===== config.mk =====
export PLATFORM = sky130hd
export DESIGN_NAME = apb_decoder_flat
export DESIGN_NICKNAME = d
export VERILOG_FILES = /design/src/rtl/apb_decoder_pkg.sv /design/src/rtl/apb_decoder_if.sv /design/src/rtl/apb_decoder_addr_decode.sv /design/src/rtl/apb_decoder.sv /design/src/flat_wrapper.sv
export SDC_FILE = /design/constraint.sdc
export NUM_CORES = 1
export LEC_CHECK = 0
export ABC_AREA = 1
export BUFFER_PORTS_ARGS = -buffer_cell sky130_fd_sc_hd__buf_2
export CORE_AREA = 2 2 127 129
export CTS_CLUSTER_DIAMETER = 100
export DETAILED_ROUTE_END_ITERATION = 6
export DIE_AREA = 0 0 129 131
export PLACE_DENSITY_LB_ADDON = 0.1
export SETUP_SLACK_MARGIN = 0.05
export SLEW_MARGIN = 5
export SYNTH_ARGS = -nofsm -noshare
export SYNTH_HDL_FRONTEND = slang
export SYNTH_SLANG_ARGS = --single-unit
export TNS_END_PERCENT = 50

===== constraint.sdc =====
create_clock -name clk -period 3.8 [get_ports clk]
set_input_delay 0.57 -clock clk [delete_from_list [all_inputs] [get_ports clk]]
set_output_delay 0.57 -clock clk [all_outputs]
set_load 0.005 [all_outputs]

===== src/rtl/apb_decoder_pkg.sv =====
`default_nettype none
// ============================================================================
// Module   : apb_pkg
// Brief    : Shared types and constants for the APB decoder slice.
// Revision : 1.0 - initial release
// ============================================================================
package apb_pkg;

  localparam int APB_PROT_W = 3;

  typedef enum logic [1:0] {
    DEC_IDLE   = 2'd0,
    DEC_ACCESS = 2'd1,
    DEC_ERR    = 2'd2
  } apb_dec_state_t;

endpackage
`default_nettype wire


===== src/rtl/apb_decoder_if.sv =====
`default_nettype none
// ============================================================================
// Module   : apb_if
// Brief    : APB requester/completer bundle with master and slave views.
// Revision : 1.0 - initial release
// ============================================================================
interface apb_if #(
  parameter int ADDR_WIDTH = 32,
  parameter int DATA_WIDTH = 32
) ();

  logic                          psel;
  logic                          penable;
  logic                          pwrite;
  logic [ADDR_WIDTH-1:0]         paddr;
  logic [apb_pkg::APB_PROT_W-1:0] pprot;
  logic [DATA_WIDTH-1:0]         pwdata;
  logic [DATA_WIDTH/8-1:0]       pstrb;
  logic                          pready;
  logic [DATA_WIDTH-1:0]         prdata;
  logic                          pslverr;

  modport master (
    output psel, penable, pwrite, paddr, pprot, pwdata, pstrb,
    input  pready, prdata, pslverr
  );

  modport slave (
    input  psel, penable, pwrite, paddr, pprot, pwdata, pstrb,
    output pready, prdata, pslverr
  );

endinterface
`default_nettype wire


===== src/rtl/apb_decoder_addr_decode.sv =====
`default_nettype none
// ============================================================================
// Module   : apb_addr_decode
// Brief    : Combinational base/mask priority decoder, lowest index wins.
// Revision : 1.0 - initial release
// ============================================================================
module apb_addr_decode #(
  parameter int                    ADDR_WIDTH = 32,
  parameter int                    NUM_SLAVES = 4,
  parameter int                    IDX_W      = 2,
  parameter logic [ADDR_WIDTH-1:0] BASE [NUM_SLAVES] = '{default: '0},
  parameter logic [ADDR_WIDTH-1:0] MASK [NUM_SLAVES] = '{default: '0}
) (
  input  logic [ADDR_WIDTH-1:0] paddr,
  output logic                  hit,
  output logic [IDX_W-1:0]      idx,
  output logic [NUM_SLAVES-1:0] onehot
);

  always_comb begin
    hit    = 1'b0;
    idx    = '0;
    onehot = '0;
    // Scan downwards so the lowest matching index is the last one written.
    for (int i = NUM_SLAVES - 1; i >= 0; i--) begin
      if ((paddr & MASK[i]) == BASE[i]) begin
        hit = 1'b1;
        idx = IDX_W'(i);
      end
    end
    if (hit) begin
      onehot[idx] = 1'b1;
    end
  end

endmodule
`default_nettype wire


===== src/rtl/apb_decoder.sv =====
`default_nettype none
// ============================================================================
// Module   : apb_decoder
// Brief    : One-to-many APB stage with unmapped and timeout error responses.
// Revision : 1.0 - initial release
// ============================================================================
module apb_decoder
  import apb_pkg::*;
#(
  parameter int                    ADDR_WIDTH     = 32,
  parameter int                    DATA_WIDTH     = 32,
  parameter int                    NUM_SLAVES     = 4,
  parameter logic [ADDR_WIDTH-1:0] SLAVE_BASE [NUM_SLAVES] =
    '{32'h0000_0000, 32'h0000_1000, 32'h0000_2000, 32'h0000_3000},
  parameter logic [ADDR_WIDTH-1:0] SLAVE_MASK [NUM_SLAVES] =
    '{32'hFFFF_F000, 32'hFFFF_F000, 32'hFFFF_F000, 32'hFFFF_F000},
  parameter int                    TIMEOUT_CYCLES = 256
) (
  input  logic                                 clk,
  input  logic                                 rst_n,
  apb_if.slave                                 master_if,
  output logic [NUM_SLAVES-1:0]                s_psel,
  output logic                                 s_penable,
  output logic                                 s_pwrite,
  output logic [ADDR_WIDTH-1:0]                s_paddr,
  output logic [APB_PROT_W-1:0]                s_pprot,
  output logic [DATA_WIDTH-1:0]                s_pwdata,
  output logic [DATA_WIDTH/8-1:0]              s_pstrb,
  input  logic [NUM_SLAVES-1:0]                s_pready,
  input  logic [NUM_SLAVES-1:0]                s_pslverr,
  input  logic [NUM_SLAVES-1:0][DATA_WIDTH-1:0] s_prdata,
  output logic                                 err_unmapped,
  output logic                                 err_timeout
);

  localparam int              c_idx_w   = (NUM_SLAVES > 1) ? $clog2(NUM_SLAVES) : 1;
  localparam int              c_cnt_w   = $clog2(TIMEOUT_CYCLES);
  localparam logic [c_cnt_w-1:0] c_cnt_max = c_cnt_w'(TIMEOUT_CYCLES - 1);

  localparam logic [1:0] c_st_idle   = DEC_IDLE;
  localparam logic [1:0] c_st_access = DEC_ACCESS;
  localparam logic [1:0] c_st_err    = DEC_ERR;

  logic [1:0]            r_state;
  logic [c_idx_w-1:0]    r_idx;
  logic [c_cnt_w-1:0]    r_cnt;
  logic                  r_err_unmapped;
  logic                  r_err_timeout;

  logic                  w_hit;
  logic [c_idx_w-1:0]    w_idx;
  logic [NUM_SLAVES-1:0] w_onehot;
  logic                  w_setup;
  logic                  w_timeout;
  logic                  w_slv_done;
  logic                  w_pready;
  logic                  w_pslverr;
  logic [DATA_WIDTH-1:0] w_prdata;

  apb_addr_decode #(
    .ADDR_WIDTH (ADDR_WIDTH),
    .NUM_SLAVES (NUM_SLAVES),
    .IDX_W      (c_idx_w),
    .BASE       (SLAVE_BASE),
    .MASK       (SLAVE_MASK)
  ) u_addr_decode (
    .paddr  (master_if.paddr),
    .hit    (w_hit),
    .idx    (w_idx),
    .onehot (w_onehot)
  );

  assign w_setup    = master_if.psel & ~master_if.penable;
  assign w_slv_done = master_if.psel & master_if.penable & s_pready[r_idx];
  assign w_timeout  = (r_state == c_st_access) & master_if.psel & master_if.penable &
                      ~s_pready[r_idx] & (r_cnt == c_cnt_max);

  // Request fields are broadcast; only select and enable are held off in reset.
  assign s_penable = rst_n & master_if.penable;
  assign s_pwrite  = master_if.pwrite;
  assign s_paddr   = master_if.paddr;
  assign s_pprot   = master_if.pprot;
  assign s_pwdata  = master_if.pwdata;
  assign s_pstrb   = master_if.pstrb;

  always_comb begin
    s_psel    = '0;
    w_pready  = 1'b0;
    w_pslverr = 1'b0;
    w_prdata  = '0;
    case (r_state)
      c_st_idle: begin
        if (rst_n && w_setup && w_hit) begin
          s_psel = w_onehot;
        end
      end
      c_st_access: begin
        if (master_if.psel && !w_timeout) begin
          s_psel[r_idx] = 1'b1;
        end
        if (w_slv_done) begin
          w_pready  = 1'b1;
          w_pslverr = s_pslverr[r_idx];
          w_prdata  = s_prdata[r_idx];
        end else if (w_timeout) begin
          w_pready  = 1'b1;
          w_pslverr = 1'b1;
        end
      end
      c_st_err: begin
        if (master_if.psel && master_if.penable) begin
          w_pready  = 1'b1;
          w_pslverr = 1'b1;
        end
      end
      default: ;
    endcase
  end

  assign master_if.pready  = w_pready;
  assign master_if.pslverr = w_pslverr;
  assign master_if.prdata  = w_prdata;

  always_ff @(posedge clk or negedge rst_n) begin
    if (!rst_n) begin
      r_state        <= c_st_idle;
      r_idx          <= '0;
      r_cnt          <= '0;
      r_err_unmapped <= 1'b0;
      r_err_timeout  <= 1'b0;
    end else begin
      r_err_unmapped <= 1'b0;
      r_err_timeout  <= 1'b0;
      case (r_state)
        c_st_idle: begin
          if (w_setup) begin
            if (w_hit) begin
              r_state <= c_st_access;
              r_idx   <= w_idx;
              r_cnt   <= '0;
            end else begin
              r_state <= c_st_err;
            end
          end
        end
        c_st_access: begin
          if (!master_if.psel || w_slv_done) begin
            r_state <= c_st_idle;
          end else if (w_timeout) begin
            r_state       <= c_st_idle;
            r_err_timeout <= 1'b1;
          end else if (master_if.penable && r_cnt != c_cnt_max) begin
            r_cnt <= r_cnt + c_cnt_w'(1);
          end
        end
        c_st_err: begin
          if (!master_if.psel) begin
            r_state <= c_st_idle;
          end else if (master_if.penable) begin
            r_state        <= c_st_idle;
            r_err_unmapped <= 1'b1;
          end
        end
        default: r_state <= c_st_idle;
      endcase
    end
  end

  assign err_unmapped = r_err_unmapped;
  assign err_timeout  = r_err_timeout;

endmodule
`default_nettype wire

===== src/flat_wrapper.sv =====
// flat-port wrapper written by rule: the top's interface ports become plain ports
module apb_decoder_flat import apb_pkg::*;
#(
  parameter int                    ADDR_WIDTH     = 32,
  parameter int                    DATA_WIDTH     = 32,
  parameter int                    NUM_SLAVES     = 4,
  parameter logic [ADDR_WIDTH-1:0] SLAVE_BASE [NUM_SLAVES] =
    '{32'h0000_0000, 32'h0000_1000, 32'h0000_2000, 32'h0000_3000},
  parameter logic [ADDR_WIDTH-1:0] SLAVE_MASK [NUM_SLAVES] =
    '{32'hFFFF_F000, 32'hFFFF_F000, 32'hFFFF_F000, 32'hFFFF_F000},
  parameter int                    TIMEOUT_CYCLES = 256
)
  (clk, rst_n, s_psel, s_penable, s_pwrite, s_paddr, s_pprot, s_pwdata, s_pstrb, s_pready, s_pslverr, s_prdata, err_unmapped, err_timeout, master_if_psel, master_if_penable, master_if_pwrite, master_if_paddr, master_if_pprot, master_if_pwdata, master_if_pstrb, master_if_pready, master_if_prdata, master_if_pslverr);
  apb_if #(.ADDR_WIDTH(ADDR_WIDTH), .DATA_WIDTH(DATA_WIDTH)) master_if_i ();
  input  logic clk;
  input  logic rst_n;
  output logic [NUM_SLAVES-1:0] s_psel;
  output logic s_penable;
  output logic s_pwrite;
  output logic [ADDR_WIDTH-1:0] s_paddr;
  output logic [APB_PROT_W-1:0] s_pprot;
  output logic [DATA_WIDTH-1:0] s_pwdata;
  output logic [DATA_WIDTH/8-1:0] s_pstrb;
  input  logic [NUM_SLAVES-1:0] s_pready;
  input  logic [NUM_SLAVES-1:0] s_pslverr;
  input  logic [NUM_SLAVES-1:0][DATA_WIDTH-1:0] s_prdata;
  output logic err_unmapped;
  output logic err_timeout;
  input wire logic [$bits(master_if_i.psel)-1:0] master_if_psel;
  input wire logic [$bits(master_if_i.penable)-1:0] master_if_penable;
  input wire logic [$bits(master_if_i.pwrite)-1:0] master_if_pwrite;
  input wire logic [$bits(master_if_i.paddr)-1:0] master_if_paddr;
  input wire logic [$bits(master_if_i.pprot)-1:0] master_if_pprot;
  input wire logic [$bits(master_if_i.pwdata)-1:0] master_if_pwdata;
  input wire logic [$bits(master_if_i.pstrb)-1:0] master_if_pstrb;
  output wire logic [$bits(master_if_i.pready)-1:0] master_if_pready;
  output wire logic [$bits(master_if_i.prdata)-1:0] master_if_prdata;
  output wire logic [$bits(master_if_i.pslverr)-1:0] master_if_pslverr;
  assign master_if_i.psel = master_if_psel;
  assign master_if_i.penable = master_if_penable;
  assign master_if_i.pwrite = master_if_pwrite;
  assign master_if_i.paddr = master_if_paddr;
  assign master_if_i.pprot = master_if_pprot;
  assign master_if_i.pwdata = master_if_pwdata;
  assign master_if_i.pstrb = master_if_pstrb;
  assign master_if_pready = master_if_i.pready;
  assign master_if_prdata = master_if_i.prdata;
  assign master_if_pslverr = master_if_i.pslverr;
  apb_decoder #(.ADDR_WIDTH(ADDR_WIDTH), .DATA_WIDTH(DATA_WIDTH), .NUM_SLAVES(NUM_SLAVES), .SLAVE_BASE(SLAVE_BASE), .SLAVE_MASK(SLAVE_MASK), .TIMEOUT_CYCLES(TIMEOUT_CYCLES)) u_core (.clk(clk), .rst_n(rst_n), .master_if(master_if_i), .s_psel(s_psel), .s_penable(s_penable), .s_pwrite(s_pwrite), .s_paddr(s_paddr), .s_pprot(s_pprot), .s_pwdata(s_pwdata), .s_pstrb(s_pstrb), .s_pready(s_pready), .s_pslverr(s_pslverr), .s_prdata(s_prdata), .err_unmapped(err_unmapped), .err_timeout(err_timeout));
endmodule

==> key figures <==
Run status
  • Status: completed

Final layout
  • Nets: approximately 760
  • Syn-to-layout area delta: 33.43%
  • Share of layout cells above drive strength 1: 45.87%
  • Antenna cell count: 0
  • # fillers: approximately 1,800

Worst setup path
  • CP max FO: 19
  • Critical Path Source Type: flip-flop
  • Slowest-stage cell, CP: inv_1
  • Delay of the slowest critical-path stage: 500 ps
  • Most frequent CP cell: inv_1
  • Cell family with most CP delay: buffers and inverters
  • CP cell instances: inv_1 -> nand2_1 -> inv_1 -> buf_4 -> a22oi_1 -> a31oi_1 -> buf_2
  • Crit Path Class: reg2out
  • CP required: 3230 ps
  • Worst Setup End Kind: primary output
  • CP bufs+invs: 4
  • Arr. time, crit path: 2260 ps

Clocking
  • Root Buffer: clkbuf_16
  • Hold Buf Count CTS: 0
  • Htree depth: 1
  • CTS tree: done
  • # Post-CTS Setup Buffers: 0
  • Clk pin slew, worst setup/hold paths: 50 ps
  • Worst-skew pair later-pin latency: 240 ps
  • Post-cts resize count: 0
  • Number of clock sinks: 14
  • Max Root-Sink Buffers: 2
  • Cts bufs inserted: 3

Placed design
  • DP Worst Slack: 1224 ps
  • Final GP Congestion: roughly 0.75
  • Port Buffer Count: 220
  • Post-DP HPWL: approximately 9500 um

Timing
  • Setup Skew: 2.657 ps
  • Final number of setup-violating endpoints: 0
  • Setup TNS: 0 ps
  • Slew headroom: between 40% and 50%
  • RSZ-0062 raised after global routing: false
  • Fin crit period: 2833 ps
  • F_max: 352.9 MHz
  • Final hold vios: 0
  • Fin worst setup slack: 966.6 ps
  • Tcrit/Tclk final: about three quarters
  • Pins Over Slew Limit: 0
  • Measured slew at the worst slew-check pin: about 870 ps

Job
  • Max Cap Viol: 0

Synthesis
  • Mapped Nets: 623
  • Ys flop type: dfrtp_1
  • Total number of yosys warnings: 0
  • Gate Count Post-Synth: 407
  • Netlist Area Pre-Place: 2534 um^2
  • Register area share after synthesis: 13.83%
  • Post-Syn Area per Cell: 6.225 um^2
  • Synth async-reset ratio: 100.0%
  • Yosys reg bits: 14
  • Yosys cell types: 34
  • Post-synth EDFFs: 0

Detailed routing
  • Wirelength per Cell: 14.93 um
  • Remaining antenna violation count: 0
  • Drt total wl: 11,360 um
  • Post-route DRC: 0
  • Vias: between 3,000 and 4,000
  • Pre-antenna DRT Iters: 4
  • 1st-iter DRT viols: 164
  • Met1 Wirelength: between 4000 and 5000 um
  • Routed length on met3: 872 um
  • Routed met2 length: 6188 um
  • Max Used Layer: met4
  • Via/cell ratio: 4.142

Die
  • CORE AREA: 15,600 um^2
  • Die Area: 16,900 um^2
  • I/O pin count: 325
  • Cell row count: 46
  • Chip width: 129 um
  • Initial core utilization: 16.24%
  • Die H: roughly 130 um

Hold path
  • Hold Path Class: in2async

Power
  • Pwr dens: 186.8 nW/um^2
  • Worst VDD drop: 0.1355 mV
  • LEAKAGE: approximately 1.8 nW

Global routing
  • First-pass GRT wire length: 15,220 um
  • Total gr overflow: 0
  • Largest net degree at the start of global routing: 35
  • Initial antenna violation count: 1
  • Number of global-route vias before repair: between 2,000 and 3,000
  • Total Routing Usage GR: 11.59%
[area by class of cell]
class / count / area, um^2 / area share [%]
inverter: 27 / 103.9 / 3.072
tap: 216 / 270.3 / 7.994
clock buffer: 3 / 75.07 / 2.221
timing repair buffer: 224 / 1131 / 33.46
multi-input combinational: 277 / 1450 / 42.89
sequential: 14 / 350.3 / 10.36
[sequential cells by signal (all words and copies together), names as in the netlist]
name / cells
u_core.err_timeout: 1
u_core.r_state: 2
u_core.r_cnt: 8
u_core.err_unmapped: 1
u_core.r_idx: 2
[power by group]
group | total [mW] | switching, mW | internal (mW)
registers | 0.161 | 0.00441 | 0.157
logic | 0.273 | 0.153 | 0.120
clock network | 0.198 | 0.0600 | 0.138
[layer usage]
metal	vias to the layer above	GRT usage [%]
met1	1419	12.77
met5	-	0
li1	1573	-
met2	148	23.22
met4	0	1.790
met3	12	2.280
[placed cells by master, fill, tap and decap left out, types with 2 or more instances in the layout]
| master | count |
|---|---|
| clkbuf_16 | 3 |
| o21ai_0 | 5 |
| nand2_1 | 120 |
| o21ai_2 | 2 |
| nand3_2 | 2 |
| buf_4 | 4 |
| inv_1 | 25 |
| nor2_4 | 3 |
| nor2_1 | 24 |
| a31oi_1 | 29 |
| dfrtp_1 | 14 |
| ha_1 | 4 |
| nand2_2 | 8 |
| buf_2 | 220 |
| nand3_1 | 19 |
| nor3_1 | 4 |
| a21oi_1 | 8 |
| a22oi_1 | 36 |
| nor2_2 | 2 |
[cells in the mapped netlist (all sizes together), types with 2 or more instances]
master	count	area (um^2)
a22oi	36	270.3
a21oi	10	65.07
nand3	21	115.1
nand2	128	500.5
o21ai	8	47.54
dfrtp	14	350.3
inv	27	103.9
or2	2	12.52
nor3	5	36.29
buf	87	621.8
ha	4	50.05
nor2	29	136.4
clkbuf	2	7.510
a31oi	29	181.4
[cell families after synthesis]
kind of cell	count (synthesis)	share of synthesized area, %
buf+inv	116	28.94
fa+ha+maj	4	1.975
simple gates	188	32.35
compound gates	85	22.91
flops	14	13.83
[through the flow]
| stage | total power [mW] | util [%] | instances | hold WS (ps) | area (um^2) |
|---|---|---|---|---|---|
| 2_1_floorplan | 0.3553 | - | 407 | 274.4 | 2534 |
| 3_3_place_gp | 0.4434 | 21.19 | 758 | 496.5 | 3306 |
| 3_5_place_dp | 0.4382 | 21.19 | 758 | 493.5 | 3306 |
| 4_1_cts | 0.6414 | 21.68 | 761 | 267.3 | 3381 |
| 5_1_grt | 0.6752 | 21.68 | 761 | 293.2 | 3381 |
| 6_report | 0.6314 | 21.68 | 761 | 251.7 | 3381 |
[path summary, 6_finish.rpt]
check	from	cells past startpoint	end	slack [ps]
max in group asynchronous	rst_n	1	u_core.r_idx[1]	3270
setup reg to reg	u_core.r_idx[0]	9	u_core.r_cnt[5]	1680
hold reg to reg	u_core.r_cnt[1]	2	u_core.r_cnt[1]	500
setup / recovery	u_core.r_idx[1]	7	master_if_prdata[19]	970
hold / removal	rst_n	1	u_core.err_timeout	250
min in group clk	u_core.r_cnt[1]	2	u_core.r_cnt[1]	500
Power figures use the tool's default switching activity.
